--- config.mk ---
export PLATFORM = sky130hd
export DESIGN_NAME = xor_lane_pipe
export DESIGN_NICKNAME = d
export VERILOG_FILES = /design/src/rtl/xor_lane_pipe.sv
export SDC_FILE = /design/constraint.sdc
export NUM_CORES = 1
export LEC_CHECK = 0
export CORE_ASPECT_RATIO = 1.25
export CORE_MARGIN = 1.5
export CORE_UTILIZATION = 45
export CTS_BUF_LIST = sky130_fd_sc_hd__clkbuf_8
export DETAILED_ROUTE_END_ITERATION = 12
export HOLD_SLACK_MARGIN = 0.08
export PLACE_DENSITY = 0.87
export SYNTH_ARGS = -nofsm -noshare
export SYNTH_HDL_FRONTEND = slang
export SYNTH_SLANG_ARGS = --single-unit
--- constraint.sdc ---
create_clock -name clk -period 4.9 [get_ports clk]
set_clock_uncertainty 0.1 [all_clocks]
set_input_delay 0.49 -clock clk [delete_from_list [all_inputs] [get_ports clk]]
set_output_delay 0.49 -clock clk [all_outputs]
set_load 0.02 [all_outputs]
--- src/rtl/xor_lane_pipe.sv ---
// xor_lane_pipe: NCH independent lanes, each WIDTH bits wide. Each lane computes
// a^b, ~(a^b) or passes a through, in a DEPTH-stage valid/ready pipeline.
// Bubbles collapse, so an empty stage always accepts a beat even while the
// stages below it are stalled. A saturating beat counter tracks completed
// output handshakes.
// Optional build macro: XOR_LANE_PIPE_PARITY_EN adds out_par, a per-lane
// even-parity bit that travels through the pipeline with the data.
module xor_lane_pipe #(
    parameter int WIDTH = 8,
    parameter int NCH   = 2,
    parameter int DEPTH = 2,
    parameter int CNTW  = 16
) (
    input  logic                 clk,
    input  logic                 rst_n,
    input  logic                 in_valid,
    output logic                 in_ready,
    input  logic [NCH*WIDTH-1:0] in_a,
    input  logic [NCH*WIDTH-1:0] in_b,
    input  logic [NCH-1:0]       lane_en,
    input  logic                 invert,
    output logic                 out_valid,
    input  logic                 out_ready,
    output logic [NCH*WIDTH-1:0] out_c,
    output logic [CNTW-1:0]      beat_cnt,
    input  logic                 clr_cnt
`ifdef XOR_LANE_PIPE_PARITY_EN
    ,
    output logic [NCH-1:0]       out_par
`endif
);

    localparam int DW = NCH * WIDTH;

    // Per-lane function: enabled lanes give XOR (or XNOR when invert is set).
    // Disabled lanes pass operand A through unchanged.
    function automatic logic [DW-1:0] lane_fn(input logic [DW-1:0] a,
                                              input logic [DW-1:0] b,
                                              input logic [NCH-1:0] en,
                                              input logic inv);
        logic [DW-1:0] r;
        r = '0;
        for (int k = 0; k < NCH; k++) begin
            if (en[k])
                r[k*WIDTH +: WIDTH] = inv ? ~(a[k*WIDTH +: WIDTH] ^ b[k*WIDTH +: WIDTH])
                                          :  (a[k*WIDTH +: WIDTH] ^ b[k*WIDTH +: WIDTH]);
            else
                r[k*WIDTH +: WIDTH] = a[k*WIDTH +: WIDTH];
        end
        return r;
    endfunction

    // Saturating increment: the counter sticks at all-ones.
    function automatic logic [CNTW-1:0] sat_inc(input logic [CNTW-1:0] v);
        return (&v) ? v : v + {{(CNTW-1){1'b0}}, 1'b1};
    endfunction

    logic [DEPTH-1:0] vld_p;
    logic [DW-1:0]    data_p [DEPTH];
    logic [DEPTH-1:0] load_p;
    logic [DW-1:0]    lane_res;

    assign lane_res = lane_fn(in_a, in_b, lane_en, invert);

    // Stage i can load when out_ready is high or some stage at or below i is
    // empty. That is the unrolled form of "empty or advancing", and it avoids
    // a combinational loop through the chain.
    always_comb begin
        load_p = '0;
        for (int i = 0; i < DEPTH; i++) begin
            load_p[i] = out_ready;
            for (int j = 0; j < DEPTH; j++) begin
                if (j >= i && !vld_p[j])
                    load_p[i] = 1'b1;
            end
        end
    end

    // Input -> stage 0 boundary.
    // Data only moves on a valid beat, so a bubble keeps the old contents and
    // out_c holds while out_valid is low.
    always_ff @(posedge clk or negedge rst_n) begin
        if (!rst_n) begin
            vld_p[0]  <= 1'b0;
            data_p[0] <= '0;
        end else if (load_p[0]) begin
            vld_p[0] <= in_valid;
            if (in_valid)
                data_p[0] <= lane_res;
        end
    end

    // Stage i-1 -> stage i boundaries.
    always_ff @(posedge clk or negedge rst_n) begin
        if (!rst_n) begin
            for (int i = 1; i < DEPTH; i++) begin
                vld_p[i]  <= 1'b0;
                data_p[i] <= '0;
            end
        end else begin
            for (int i = 1; i < DEPTH; i++) begin
                if (load_p[i]) begin
                    vld_p[i] <= vld_p[i-1];
                    if (vld_p[i-1])
                        data_p[i] <= data_p[i-1];
                end
            end
        end
    end

    assign in_ready  = load_p[0];
    assign out_valid = vld_p[DEPTH-1];
    assign out_c     = data_p[DEPTH-1];

`ifdef XOR_LANE_PIPE_PARITY_EN
    // Even-parity bit of each lane result.
    function automatic logic [NCH-1:0] par_fn(input logic [DW-1:0] d);
        logic [NCH-1:0] p;
        for (int k = 0; k < NCH; k++)
            p[k] = ^d[k*WIDTH +: WIDTH];
        return p;
    endfunction

    logic [NCH-1:0] par_p [DEPTH];

    // Parity pipeline: shares the load and valid controls with the data path.
    always_ff @(posedge clk or negedge rst_n) begin
        if (!rst_n) begin
            for (int i = 0; i < DEPTH; i++)
                par_p[i] <= '0;
        end else begin
            if (load_p[0] && in_valid)
                par_p[0] <= par_fn(lane_res);
            for (int i = 1; i < DEPTH; i++) begin
                if (load_p[i] && vld_p[i-1])
                    par_p[i] <= par_p[i-1];
            end
        end
    end

    assign out_par = par_p[DEPTH-1];
`endif

    // Beat counter: a clear takes priority over a handshake in the same cycle.
    always_ff @(posedge clk or negedge rst_n) begin
        if (!rst_n)
            beat_cnt <= '0;
        else if (clr_cnt)
            beat_cnt <= '0;
        else if (out_valid && out_ready)
            beat_cnt <= sat_inc(beat_cnt);
    end

endmodule

==> impl_metrics.csv <==
group,metric,value,unit
global_routing,grt_pass1_wl,8231,um
die,initial_utilization,47.44,%
critical_path,crit_path_end,"in_ready",
die,die_h,88.27,um
pwr,ir_drop,0.1723,mV
critical_path,cp_max_fo,7,
route,num_vias,1842,
cells_and_area,final_util,60.48,%
critical_path,worstPathRequired,4.31,ns
cells_and_area,layout-drive-gt1-share,10.46,%
global_routing,antenna_found_initial,0,
critical_path,rrSetupSlack,2.66,ns
route,firstDrtPassIters,4,
cells_and_area,layout_commonest_cell,"clkdlybuf4s50_1",
critical_path,timing.rr.start,"beat_cnt[3]",
cells_and_area,nets,346,
route,antenna_left,0,
die,die_w,71.22,um
cells_and_area,area.growth.synth_to_final,27.49,%
global_routing,grt_pass1_vias,1848,
logic_synthesis,synthDistinctLibCells,36,
timing,final-max-slew-violation-count,0,
logic_synthesis,yosysTopAreaCell,"dfrtp_1",
die,std_cell_rows,30,
placement,place.gp.congestion,0.8602,
pwr,power_density,314.9,nW/um2
clock_network,tritoncts,"built",
pwr,p_leak,1.350,nW
critical_path,critical_path_class,"input pin to output pin",
global_routing,grt_max_degree,51,
clock_network,clock-sinks,50,
route,wl_per_cell,12.77,um
cells_and_area,layout.cells.non_filler,370,
global_routing,groute.usage.overall,16.51,%
critical_path,worstSetupStartpointType,"input pin",
clock_network,cts_resized,0,
die,die_area,6286,um2
status,status,"completed",
timing,fin_crit_sh,50.43,%
cells_and_area,n_antenna_cell,0,
cells_and_area,final_cell_mix,"clkdlybuf4s50_1, dfrtp_1, xor2_1, nor2_1, nand2_1",
timing,fin_crit,2.471,ns
clock_network,root_buffer,"clkbuf_8",
clock_network,post_cts_buffers,0,
placement,place_area,3243,um2
logic_synthesis,ys_seq_elements,50,
global_routing,overflow,0,
clock_network,cts_inserted_buffers,5,
logic_synthesis,ys_top_cells_by_area,"dfrtp_1, xor2_1, mux2_2",
placement,hpwl,3569,um
clock_network,insertion_delay,0.30,ns
timing,tns,0,ns
critical_path,regToRegEndpoint,"beat_cnt[10]",
clock_network,cts_hold_buffers,0,
clock_network,htree_levels,2,
critical_path,critPathCaptureType,"output pin",
critical_path,critPathLaunch,"out_ready",
clock_network,clockBufferDepth,2,
clock_network,cts.clk_slew.worst_paths,0.10,ns
critical_path,crit_arrival,1.88,ns
placement,pre_cts_ws,2.380,ns
timing,fmax,404.7,MHz
timing,holdWs,0.2628,ns
route,wl,4724,um
hold_path,hold_path.class,"input pin to async pin",
logic_synthesis,syn_avg_cell_area,10.31,um2
placement,io_buffer_count,73,
job,maxCapViolCount,0,
timing,final-hold-violation-count,0,
timing,worst_slack,2.429,ns
timing,timing.slew.headroom,27.76,%
logic_synthesis,synth_warnings,0,
timing,setup_viol,0,
cells_and_area,postLayoutCellArea,3337,um2
route,drt_iter0_drc,50,
critical_path,worstRegToRegCells,5,
placement,dp.cells,362,
route,drc,0,
die,core,5518,um2
timing,tightestPinTransition,1.084,ns
timing,rsz0062_at_grt,"false",
pwr,total_power,1.051,mW
logic_synthesis,yosys.area.top_type_share,47.80,%
logic_synthesis,seq_area_frac_synth,47.80,%
logic_synthesis,syn_nets,295,
route,viasPerCell,4.978,
logic_synthesis,synth_cells,254,
logic_synthesis,synth_area,2618,um2
die,ios,74,
==> synth_stat cells <==
cell	count
dfrtp_1	50
nor2_1	32
xor2_1	32
nand2_1	23
a21oi_1	21
buf_4	16
mux2_2	16
xnor2_1	10
clkbuf_1	8
a211oi_1	5
nand3_1	5
buf_2	3
nand2b_1	3
nand4_1	3
a31oi_1	2
and3_1	2
mux2i_1	2
nor2b_1	2
nor3_1	2
a2111oi_0	1
a2111oi_2	1
a21oi_2	1
and2_1	1
and3_2	1
and4_1	1
and4b_1	1
buf_1	1
buf_6	1
ha_1	1
inv_1	1
mux2_4	1
nand3_4	1
nand3b_1	1
nor4_4	1
o21ai_0	1
or3_4	1
==> layer usage <==
| metal | wire [um] | global-route usage [%] | vias to the layer above |
|---|---|---|---|
| met5 | 0 | 0 | - |
| met4 | 75 | 5.489 | 0 |
| met3 | 246 | 3.531 | 6 |
| met2 | 2453 | 29.71 | 56 |
| met1 | 1949 | 19.63 | 849 |
| li1 | - | - | 931 |
==> power breakdown <==
part           internal [mW]  switching, mW
logic                  0.156          0.138
registers              0.477         0.0348
clock network          0.103          0.142
total                  0.736          0.315
==> layout make-up <==
class / count / area [um2]
tap: 64 / 80.08
timing repair buffer: 73 / 725.7
inverter: 1 / 3.754
multi-input combinational: 174 / 1182
sequential: 50 / 1251
clock inverter: 3 / 25.02
clock buffer: 5 / 68.82
fill: 454 / 2181
==> worst max-delay path, cell delays in order <==
cell and delay, ns:
clkdlybuf4s50_1 0.59, nand3b_1 0.18, clkdlybuf4s50_1 0.62
==> sequential cells by signal, summed over array words and instances (netlist names) <==
name       flops
beat_cnt      16
data_p        16
out_c         16
out_valid      1
vld_p          1
==> worst min path at each step <==
stage	start	to	slack, ns
2_1_floorplan	rst_n	beat_cnt[0]	0.09
3_3_place_gp	vld_p[0]	out_valid	0.37
3_5_place_dp	vld_p[0]	out_valid	0.38
4_1_cts	rst_n	beat_cnt[13]	0.31
5_1_grt	rst_n	beat_cnt[13]	0.37
6_report	rst_n	beat_cnt[15]	0.26
==> cell families (layout without fill, tap and decap cells) <==
family | after synthesis | in the layout | share of synthesized area [%]
buf+inv | 30 | 82 | 7.027
flops | 50 | 50 | 47.80
xor+xnor | 42 | 42 | 14.05
fa+ha+maj | 1 | 1 | 0.4779
compound gates | 32 | 32 | 7.361
mux | 19 | 19 | 8.222
simple gates | 80 | 80 | 15.06
No activity file was read; power rests on OpenSTA's default activity.
